===== src/rtl/mult_div_unit.sv =====
// mult_div_unit: iterative 32-bit multiply (radix-2 Booth) / restoring divide into HI/LO.
// Optional feature macro MULTDIV_UNSIGNED_EN adds the is_unsigned port (multu/divu).
module mult_div_unit #(
    parameter int WIDTH = 32,
    parameter int CNT_W = 6
) (
    input  logic             clk,
    input  logic             reset,
    input  logic             start_mult,
    input  logic             start_div,
`ifdef MULTDIV_UNSIGNED_EN
    input  logic             is_unsigned,
`endif
    input  logic [WIDTH-1:0] a_in,
    input  logic [WIDTH-1:0] b_in,
    output logic [WIDTH-1:0] hi,
    output logic [WIDTH-1:0] lo,
    output logic             busy,
    output logic             done,
    output logic             div_0
);

    typedef enum logic [1:0] {IDLE, MULT, DIV, FINISH} state_t;

    state_t           r_state;
    logic [WIDTH:0]   r_acc;
    logic [WIDTH:0]   r_m;
    logic [WIDTH-1:0] r_q;
    logic [WIDTH-1:0] r_hi;
    logic [WIDTH-1:0] r_lo;
    logic             r_q1;
    logic             r_uns;
    logic             r_neg_q;
    logic             r_neg_r;
    logic             r_busy;
    logic             r_done;
    logic             r_div_0;
    logic [CNT_W-1:0] r_cnt;

    logic             w_uns_in;
`ifdef MULTDIV_UNSIGNED_EN
    assign w_uns_in = is_unsigned;
`else
    assign w_uns_in = 1'b0;
`endif

    logic             w_last;
    logic             w_a_neg;
    logic             w_b_neg;
    logic [WIDTH-1:0] w_a_mag;
    logic [WIDTH-1:0] w_b_mag;

    assign w_last  = (r_cnt == CNT_W'(WIDTH - 1));
    assign w_a_neg = !w_uns_in && a_in[WIDTH-1];
    assign w_b_neg = !w_uns_in && b_in[WIDTH-1];
    assign w_a_mag = w_a_neg ? -a_in : a_in;
    assign w_b_mag = w_b_neg ? -b_in : b_in;

    // One multiply step; acc carries an extra bit so adding/subtracting the most negative multiplicand cannot overflow.
    logic [WIDTH:0]   w_mul_sum;
    logic [WIDTH:0]   w_mul_acc;
    logic [WIDTH-1:0] w_mul_q;

    always_comb begin
        w_mul_sum = r_acc;
        if (r_uns) begin
            if (r_q[0]) w_mul_sum = r_acc + r_m;
        end else if (r_q[0] && !r_q1) begin
            w_mul_sum = r_acc - r_m;
        end else if (!r_q[0] && r_q1) begin
            w_mul_sum = r_acc + r_m;
        end
        w_mul_acc = {(r_uns ? 1'b0 : w_mul_sum[WIDTH]), w_mul_sum[WIDTH:1]};
        w_mul_q   = {w_mul_sum[0], r_q[WIDTH-1:1]};
    end

    // One restoring-divide step on magnitudes, plus the sign fix-up applied on the final write.
    logic [WIDTH:0]   w_rem_sh;
    logic [WIDTH:0]   w_trial;
    logic [WIDTH:0]   w_div_rem;
    logic [WIDTH-1:0] w_div_q;
    logic [WIDTH-1:0] w_q_fin;
    logic [WIDTH-1:0] w_r_fin;

    always_comb begin
        w_rem_sh = {r_acc[WIDTH-1:0], r_q[WIDTH-1]};
        w_trial  = w_rem_sh - r_m;
        if (w_trial[WIDTH]) begin
            w_div_rem = w_rem_sh;
            w_div_q   = {r_q[WIDTH-2:0], 1'b0};
        end else begin
            w_div_rem = w_trial;
            w_div_q   = {r_q[WIDTH-2:0], 1'b1};
        end
        w_q_fin = r_neg_q ? -w_div_q : w_div_q;
        w_r_fin = r_neg_r ? -w_div_rem[WIDTH-1:0] : w_div_rem[WIDTH-1:0];
    end

    always_ff @(posedge clk or posedge reset) begin
        if (reset) begin
            r_state <= IDLE;
            r_acc   <= '0;
            r_m     <= '0;
            r_q     <= '0;
            r_hi    <= '0;
            r_lo    <= '0;
            r_q1    <= 1'b0;
            r_uns   <= 1'b0;
            r_neg_q <= 1'b0;
            r_neg_r <= 1'b0;
            r_busy  <= 1'b0;
            r_done  <= 1'b0;
            r_div_0 <= 1'b0;
            r_cnt   <= '0;
        end else begin
            r_done <= 1'b0;
            case (r_state)
                IDLE: begin
                    if (start_mult || start_div) begin
                        r_cnt   <= '0;
                        r_div_0 <= 1'b0;
                        r_uns   <= w_uns_in;
                        r_acc   <= '0;
                        r_q1    <= 1'b0;
                        if (start_mult) begin
                            r_m     <= {w_a_neg, a_in};
                            r_q     <= b_in;
                            r_busy  <= 1'b1;
                            r_state <= MULT;
                        end else begin
                            r_m     <= {1'b0, w_b_mag};
                            r_q     <= w_a_mag;
                            r_neg_q <= w_a_neg ^ w_b_neg;
                            r_neg_r <= w_a_neg;
                            r_busy  <= (b_in != '0);
                            r_state <= DIV;
                        end
                    end
                end
                MULT: begin
                    r_acc <= w_mul_acc;
                    r_q   <= w_mul_q;
                    r_q1  <= r_q[0];
                    r_cnt <= r_cnt + CNT_W'(1);
                    if (w_last) begin
                        r_hi    <= w_mul_acc[WIDTH-1:0];
                        r_lo    <= w_mul_q;
                        r_done  <= 1'b1;
                        r_busy  <= 1'b0;
                        r_state <= FINISH;
                    end
                end
                DIV: begin
                    // A zero divisor magnitude only arises from b_in==0: flag on the first edge, leave hi/lo alone.
                    if (r_m == '0) begin
                        r_div_0 <= 1'b1;
                        r_done  <= 1'b1;
                        r_state <= FINISH;
                    end else begin
                        r_acc <= w_div_rem;
                        r_q   <= w_div_q;
                        r_cnt <= r_cnt + CNT_W'(1);
                        if (w_last) begin
                            r_hi    <= w_r_fin;
                            r_lo    <= w_q_fin;
                            r_done  <= 1'b1;
                            r_busy  <= 1'b0;
                            r_state <= FINISH;
                        end
                    end
                end
                FINISH: r_state <= IDLE;
                default: r_state <= IDLE;
            endcase
        end
    end

    assign hi    = r_hi;
    assign lo    = r_lo;
    assign busy  = r_busy;
    assign done  = r_done;
    assign div_0 = r_div_0;

endmodule

===== config.mk =====
export PLATFORM = sky130hd
export DESIGN_NAME = mult_div_unit
export DESIGN_NICKNAME = d
export VERILOG_FILES = /design/src/rtl/mult_div_unit.sv
export SDC_FILE = /design/constraint.sdc
export NUM_CORES = 1
export LEC_CHECK = 0
export ABC_AREA = 1
export CORE_MARGIN = 2
export CORE_UTILIZATION = 60
export CTS_CLUSTER_DIAMETER = 60
export DETAILED_ROUTE_END_ITERATION = 10
export PLACE_DENSITY = 0.86
export RECOVER_POWER = 25
export REMOVE_ABC_BUFFERS = 1
export SKIP_CTS_REPAIR_TIMING = 1
export SYNTH_ARGS = -nofsm -noshare
export SYNTH_HDL_FRONTEND = slang
export SYNTH_SLANG_ARGS = --single-unit

===== constraint.sdc =====
create_clock -name clk -period 11.4 [get_ports clk]
set_input_delay 1.14 -clock clk [delete_from_list [all_inputs] [get_ports clk]]
set_output_delay 1.14 -clock clk [all_outputs]
set_load 0.05 [all_outputs]

==> impl_metrics.tcl, run 1 <==
set metrics [dict create \
    status "complete, but fails checks" \
    violations "DRC, capacitance limit, slew limit" \
    dieArea_um2 34100 \
    r2r-end "lo[28]" \
    regToRegSetupSlack_ps 6130 \
    drive_above_1_share 0.0442 \
    crit_type "primary input to asynchronous set/reset pin" \
    dpl.hpwl_um 62000 \
    yosysSeqAreaShare 0.225 \
    drt-total-wl_um 82100 \
    crit_arrival_ps 6010 \
    crit_required_ps 11870 \
    diodes 0 \
    holdPathStages 2 \
    grt.overflow.total 0 \
    synth_cell_type_count 56 \
    setup.worst_path.end_class "asynchronous set/reset pin" \
    placed_cell_area_um2 21100 \
    final_area_um2 21700 \
    port_buffers 134 \
    first_global_vias 21977 \
    setup_violations 0 \
    grt_max_degree 114 \
    slew_headroom -2.74 \
    hold-path-endpoint "hi[30]" \
    route.detailed.drc 1 \
    clock_skew_ps 14.2 \
    async_flop_share 1.00 \
    final_antenna_net_count 0 \
    min_from "hi[30]" \
    period_minus_slack_ps 5540 \
    max_freq_mhz 180 \
    worst_pin_slew_ps 5580 \
    finalCritPeriodShare 0.486 \
    area_growth_syn_to_layout_pct 10.9 \
    crit_chain "dlygate4sd3_1 -> clkinvlp_2 -> buf_4" \
    rows 66 \
    grt_pass1_wl_um 123000 \
    clock_tree.buffer_depth 2 \
    synth_ff_type "dfrtp_1" \
    final_common_cell "nand2_1" \
    antenna_found_initial 0 \
    cts_made_buffers 17 \
    cp_max_fo 113 \
    rsz0062_at_grt "false" \
    crit_path_top_delay_cell "clkinvlp_2" \
    ir_drop_mv 0.185 \
    firstDrtPassIters 11 \
    slew_viol_final 163 \
    vias 24189 \
    syn_inst 3296 \
    first_iter_violations 4026 \
    die_y_um 185 \
    clock_sinks 176 \
    cts_root_buf "clkbuf_16" \
    path_buf_inv 3 \
    critical-path-top-delay-family "buffers and inverters" \
    core-area_um2 32400 \
    critPathMaxStageDelay_ps 3050 \
    cap_viol_max_count 2 \
    final_cell_mix "nand2_1, inv_1, nor2_1, o21ai_0, a21oi_1" \
    critPathLaunchType "primary input" \
    synth_area_per_cell_um2 5.95 \
    place.gp.congestion 1.10 \
    hp-class "flop to flop" \
    r2r_cells 30 \
    hold_viol_final 0 \
    clkTransAtPathRegs_ps 70 \
    wl_per_cell_um 21.7 \
    die_w_um 185 \
    ys_ff_latch 176 \
    power_leakage_nw 10.9 \
    setup_tns_ps 0 \
    cts_tree "yes" \
    ctsHtreeMaxLevel 4 \
    ioPinCount 135 \
    power.density_nw_per_um2 350 \
    clkLatencyLatePin_ps 460 \
    syn_area_um2 19600 \
    ys_warn_count 0 \
    initial_core_util 0.605 \
    via_per_inst 6.38 \
    grt_usage 0.476 \
    layout.nets 3513 \
    n_fill_cell 2895 \
    synth_edf_count 0 \
    r2r-start "r_q[31]" \
]
==> cell type report <==
class	instances	area [um2]	area share
inverter	434	1630	0.0750
sequential	176	4400	0.203
multi-input combinational	2555	13000	0.599
clock inverter	13	201	0.00927
timing repair buffer	153	1480	0.0679
tap	442	553	0.0255
clock buffer	18	439	0.0202
==> report_power, final <==
group | total, W | leakage, nW | switching (W) | internal [W]
sequential | 0.00104 | 2.33 | 0.000243 | 0.000795
clock | 0.000673 | 0.307 | 0.000295 | 0.000378
combinational | 0.00590 | 8.27 | 0.00431 | 0.00159
==> worst max-delay path by stage <==
stage | startpoint | to | slack, ps | cells after the start
2_1_floorplan | r_state[0] | r_acc[15] | 3800 | 13
3_3_place_gp | r_q[31] | lo[28] | 6650 | 30
3_5_place_dp | r_q[31] | lo[28] | 6440 | 30
4_1_cts | r_q[31] | lo[28] | 6420 | 30
5_1_grt | reset | hi[17] | 5150 | 3
6_report | reset | r_m[1] | 5860 | 3
==> flip-flops by register name, indices dropped and copies added, names as in the netlist, 2 cells and up <==
signal,cells
r_m,33
lo,32
r_acc,33
r_q,32
r_state,2
hi,32
r_cnt,6
==> stage by stage <==
step                      power (W)  setup WS (ps)  hold WS [ps]   util  instances
final                       0.00761           5860           483  0.671       3791
after detailed placement    0.00658           6440           465  0.652       3760
after CTS                   0.00727           6420           484  0.671       3791
after global placement      0.00650           6650           458  0.652       3760
after global routing        0.00805           5150           495  0.671       3791
after floorplan             0.00480           3800           474      -       3165
==> cell usage after synthesis (26+ instances only) <==
| cell type | number | area share |
|---|---|---|
| o22ai_1 | 26 | 0.0083 |
| nand4_1 | 39 | 0.012 |
| ha_1 | 105 | 0.067 |
| o221ai_1 | 39 | 0.017 |
| o211ai_1 | 51 | 0.020 |
| nor2_1 | 367 | 0.070 |
| inv_1 | 416 | 0.080 |
| nand3_1 | 170 | 0.043 |
| nand2_1 | 983 | 0.19 |
| clkbuf_1 | 96 | 0.018 |
| nor3_1 | 42 | 0.011 |
| a21oi_1 | 193 | 0.049 |
| o21ai_0 | 288 | 0.074 |
| xor2_1 | 40 | 0.018 |
| dfrtp_1 | 176 | 0.22 |
==> layer usage <==
metal  vias up  global-route usage  wire length (um)
met5         -                   0                 0
met4         0               0.238              4720
met3       327               0.145             12600
met2      1992               0.734             35100
met1     11025               0.603             29700
li1      10845                   -                 -
==> cells by family (layout without fill, tap and decap cells) <==
kind of cell,count (synthesis),after routing,synth area share
xor gates and xnor gates,50,50,0.0227
DFF,176,176,0.225
and+or+nand+nor,1701,1701,0.364
buffers and inverters,565,618,0.112
adders and majority gates,108,108,0.0701
AOI/OAI and AO/OA,696,696,0.206
==> worst min-delay path: stages, from the launching register on <==
cell and delay, ps:
dfrtp_1 340, nand2_1 50, nand2_1 60
Power figures use the tool's default switching activity.
==> run 2: changes to the inputs <==
==> constraint.sdc (replaced) <==
create_clock -name clk -period 5.4 [get_ports clk]
set_input_delay 0.54 -clock clk [delete_from_list [all_inputs] [get_ports clk]]
set_output_delay 0.54 -clock clk [all_outputs]
set_load 0.05 [all_outputs]
==> run 2 against run 1 <==
Net effect:
- the flow finishes with violations (capacitance limit, slew limit)
- largest power group unchanged
- clock skew up 3.3 ps
- core utilization increased by 0.17 points
- clock power rose by 120%
- critical path type is now flop to flop
==> impl_metrics.tcl, run 2 (synthesized netlist as in run 1, its figures left out) <==
set metrics [dict create \
    status "complete, but fails checks" \
    violations "capacitance limit, slew limit" \
    clock_skew_ps 17.5 \
    clock_sinks 176 \
    pwr-share-seq 0.136 \
    ctsHtreeMaxLevel 4 \
    wl_per_cell_um 21.4 \
    rows 66 \
    crit_path_top_delay_cell "dfrtp_1" \
    r2r-start "r_m[0]" \
    worst_pin_slew_ps 2500 \
    cap_viol_max_count 1 \
    via_per_inst 6.36 \
    dieArea_um2 34100 \
    layout.nets 3517 \
    clkTransAtPathRegs_ps 80 \
    drive_above_1_share 0.0456 \
    firstDrtPassIters 7 \
    grt.overflow.total 0 \
    fin_util 0.673 \
    switching_share 0.632 \
    switching_power_w 0.0101 \
    hold_viol_final 0 \
    cp_max_fo 15 \
    period_minus_slack_ps 4660 \
    clock_tree.buffer_depth 2 \
    crit_path_end "lo[28]" \
    max_freq_mhz 214 \
    p_clk_frac 0.091 \
    p_int_w 0.00588 \
    grt_max_degree 108 \
    ir_drop_mv 0.452 \
    crit_start "r_m[0]" \
    ioPinCount 135 \
    grt_pass1_wl_um 123000 \
    crit_arrival_ps 5010 \
    route.detailed.drc 0 \
    p_comb_frac 0.773 \
    first_global_vias 22436 \
    critical-path-top-delay-family "simple AND/OR/NAND/NOR gates" \
    timing.hold.ws_ps 480 \
    hp-class "primary input to flop" \
    final_antenna_net_count 0 \
    cts_made_buffers 17 \
    setup.worst_path.end_class "flop" \
    cts_tree "yes" \
    slew_viol_final 108 \
    critPathMaxStageDelay_ps 440 \
    path_depth 29 \
    vias 24146 \
    core-area_um2 32400 \
    finalCritPeriodShare 0.864 \
    grt_usage 0.473 \
    initial_core_util 0.605 \
    power_leakage_nw 10.9 \
    area_growth_syn_to_layout_pct 11.1 \
    crit_required_ps 5750 \
    r2r-end "lo[28]" \
    slew_headroom -0.667 \
    regToRegSetupSlack_ps 740 \
    final_common_cell "nand2_1" \
    first_iter_violations 3380 \
    crit_type "flop to flop" \
    power.density_nw_per_um2 734 \
    critPathLaunchType "flop" \
    clkLatencyLatePin_ps 460 \
    largest_registers "r_acc: 33 flops, r_m: 33 flops" \
    setup_violations 0 \
    drt-total-wl_um 81200 \
    path_buf_inv 2 \
    place.gp.congestion 1.13 \
    die_w_um 185 \
    rsz0062_at_grt "false" \
    port_buffers 134 \
    r2r_cells 29 \
    final_cell_mix "nand2_1, inv_1, nor2_1, o21ai_0, a21oi_1" \
    antenna_found_initial 2 \
    die_y_um 185 \
    cts_root_buf "clkbuf_16" \
    dpl.hpwl_um 61200 \
]
==> run 2: stage by stage <==
step | TNS (ps) | area (um2) | instances | setup WS (ps) | power (W)
finish | 0 | 21800 | 3796 | 736 | 0.0160
global route | 0 | 21800 | 3795 | 466 | 0.0169
CTS | 0 | 21800 | 3795 | 930 | 0.0153
detailed placement | 0 | 21100 | 3764 | 980 | 0.0138
global placement | 0 | 21100 | 3764 | 1040 | 0.0136
floorplan | -248590 | 19000 | 3165 | -2200 | 0.0101
==> run 2: worst min-delay path by stage <==
stage,from,to,cells after the start
finish,start_mult,r_state[1],4
global route,lo[11],lo[11],2
CTS,start_mult,r_state[1],4
detailed placement,lo[22],lo[22],2
global placement,lo[6],lo[6],2
floorplan,r_m[27],r_m[27],2
==> run 2: power groups by stage <==
stage          registers (W)  clock network, W  logic, W
2_1_floorplan        0.00202                 0   0.00811
3_3_place_gp         0.00213                 0    0.0114
3_5_place_dp         0.00216                 0    0.0116
4_1_cts              0.00214           0.00145    0.0117
5_1_grt              0.00221           0.00150    0.0132
6_report             0.00218           0.00145    0.0124
==> run 2: tightest hold or removal path, delay by kind of cell <==
kind | cells | cell delay, ps
and+or+nand+nor | 2 | 150
buffers and inverters | 1 | 130
AOI/OAI and AO/OA | 1 | 90
==> run 2: cell type report <==
| type | count | area [um2] |
|---|---|---|
| Multi-Input combinational cell | 2555 | 13000 |
| Fill cell | 2947 | 10600 |
| Sequential cell | 176 | 4400 |
| Inverter | 434 | 1630 |
| Timing Repair Buffer | 157 | 1510 |
| Tap cell | 442 | 553 |
| Clock buffer | 17 | 425 |
| Clock inverter | 14 | 230 |
| Antenna cell | 1 | 2.50 |
==> run 2: metal layers <==
layer	vias up	GRT usage	share of wire	routed length, um
met2	1926	0.729	0.42	34300
met1	10941	0.594	0.36	29500
met3	415	0.132	0.15	11900
li1	10862	-	-	-
met4	2	0.275	0.067	5440
met5	-	0	0.00016	13
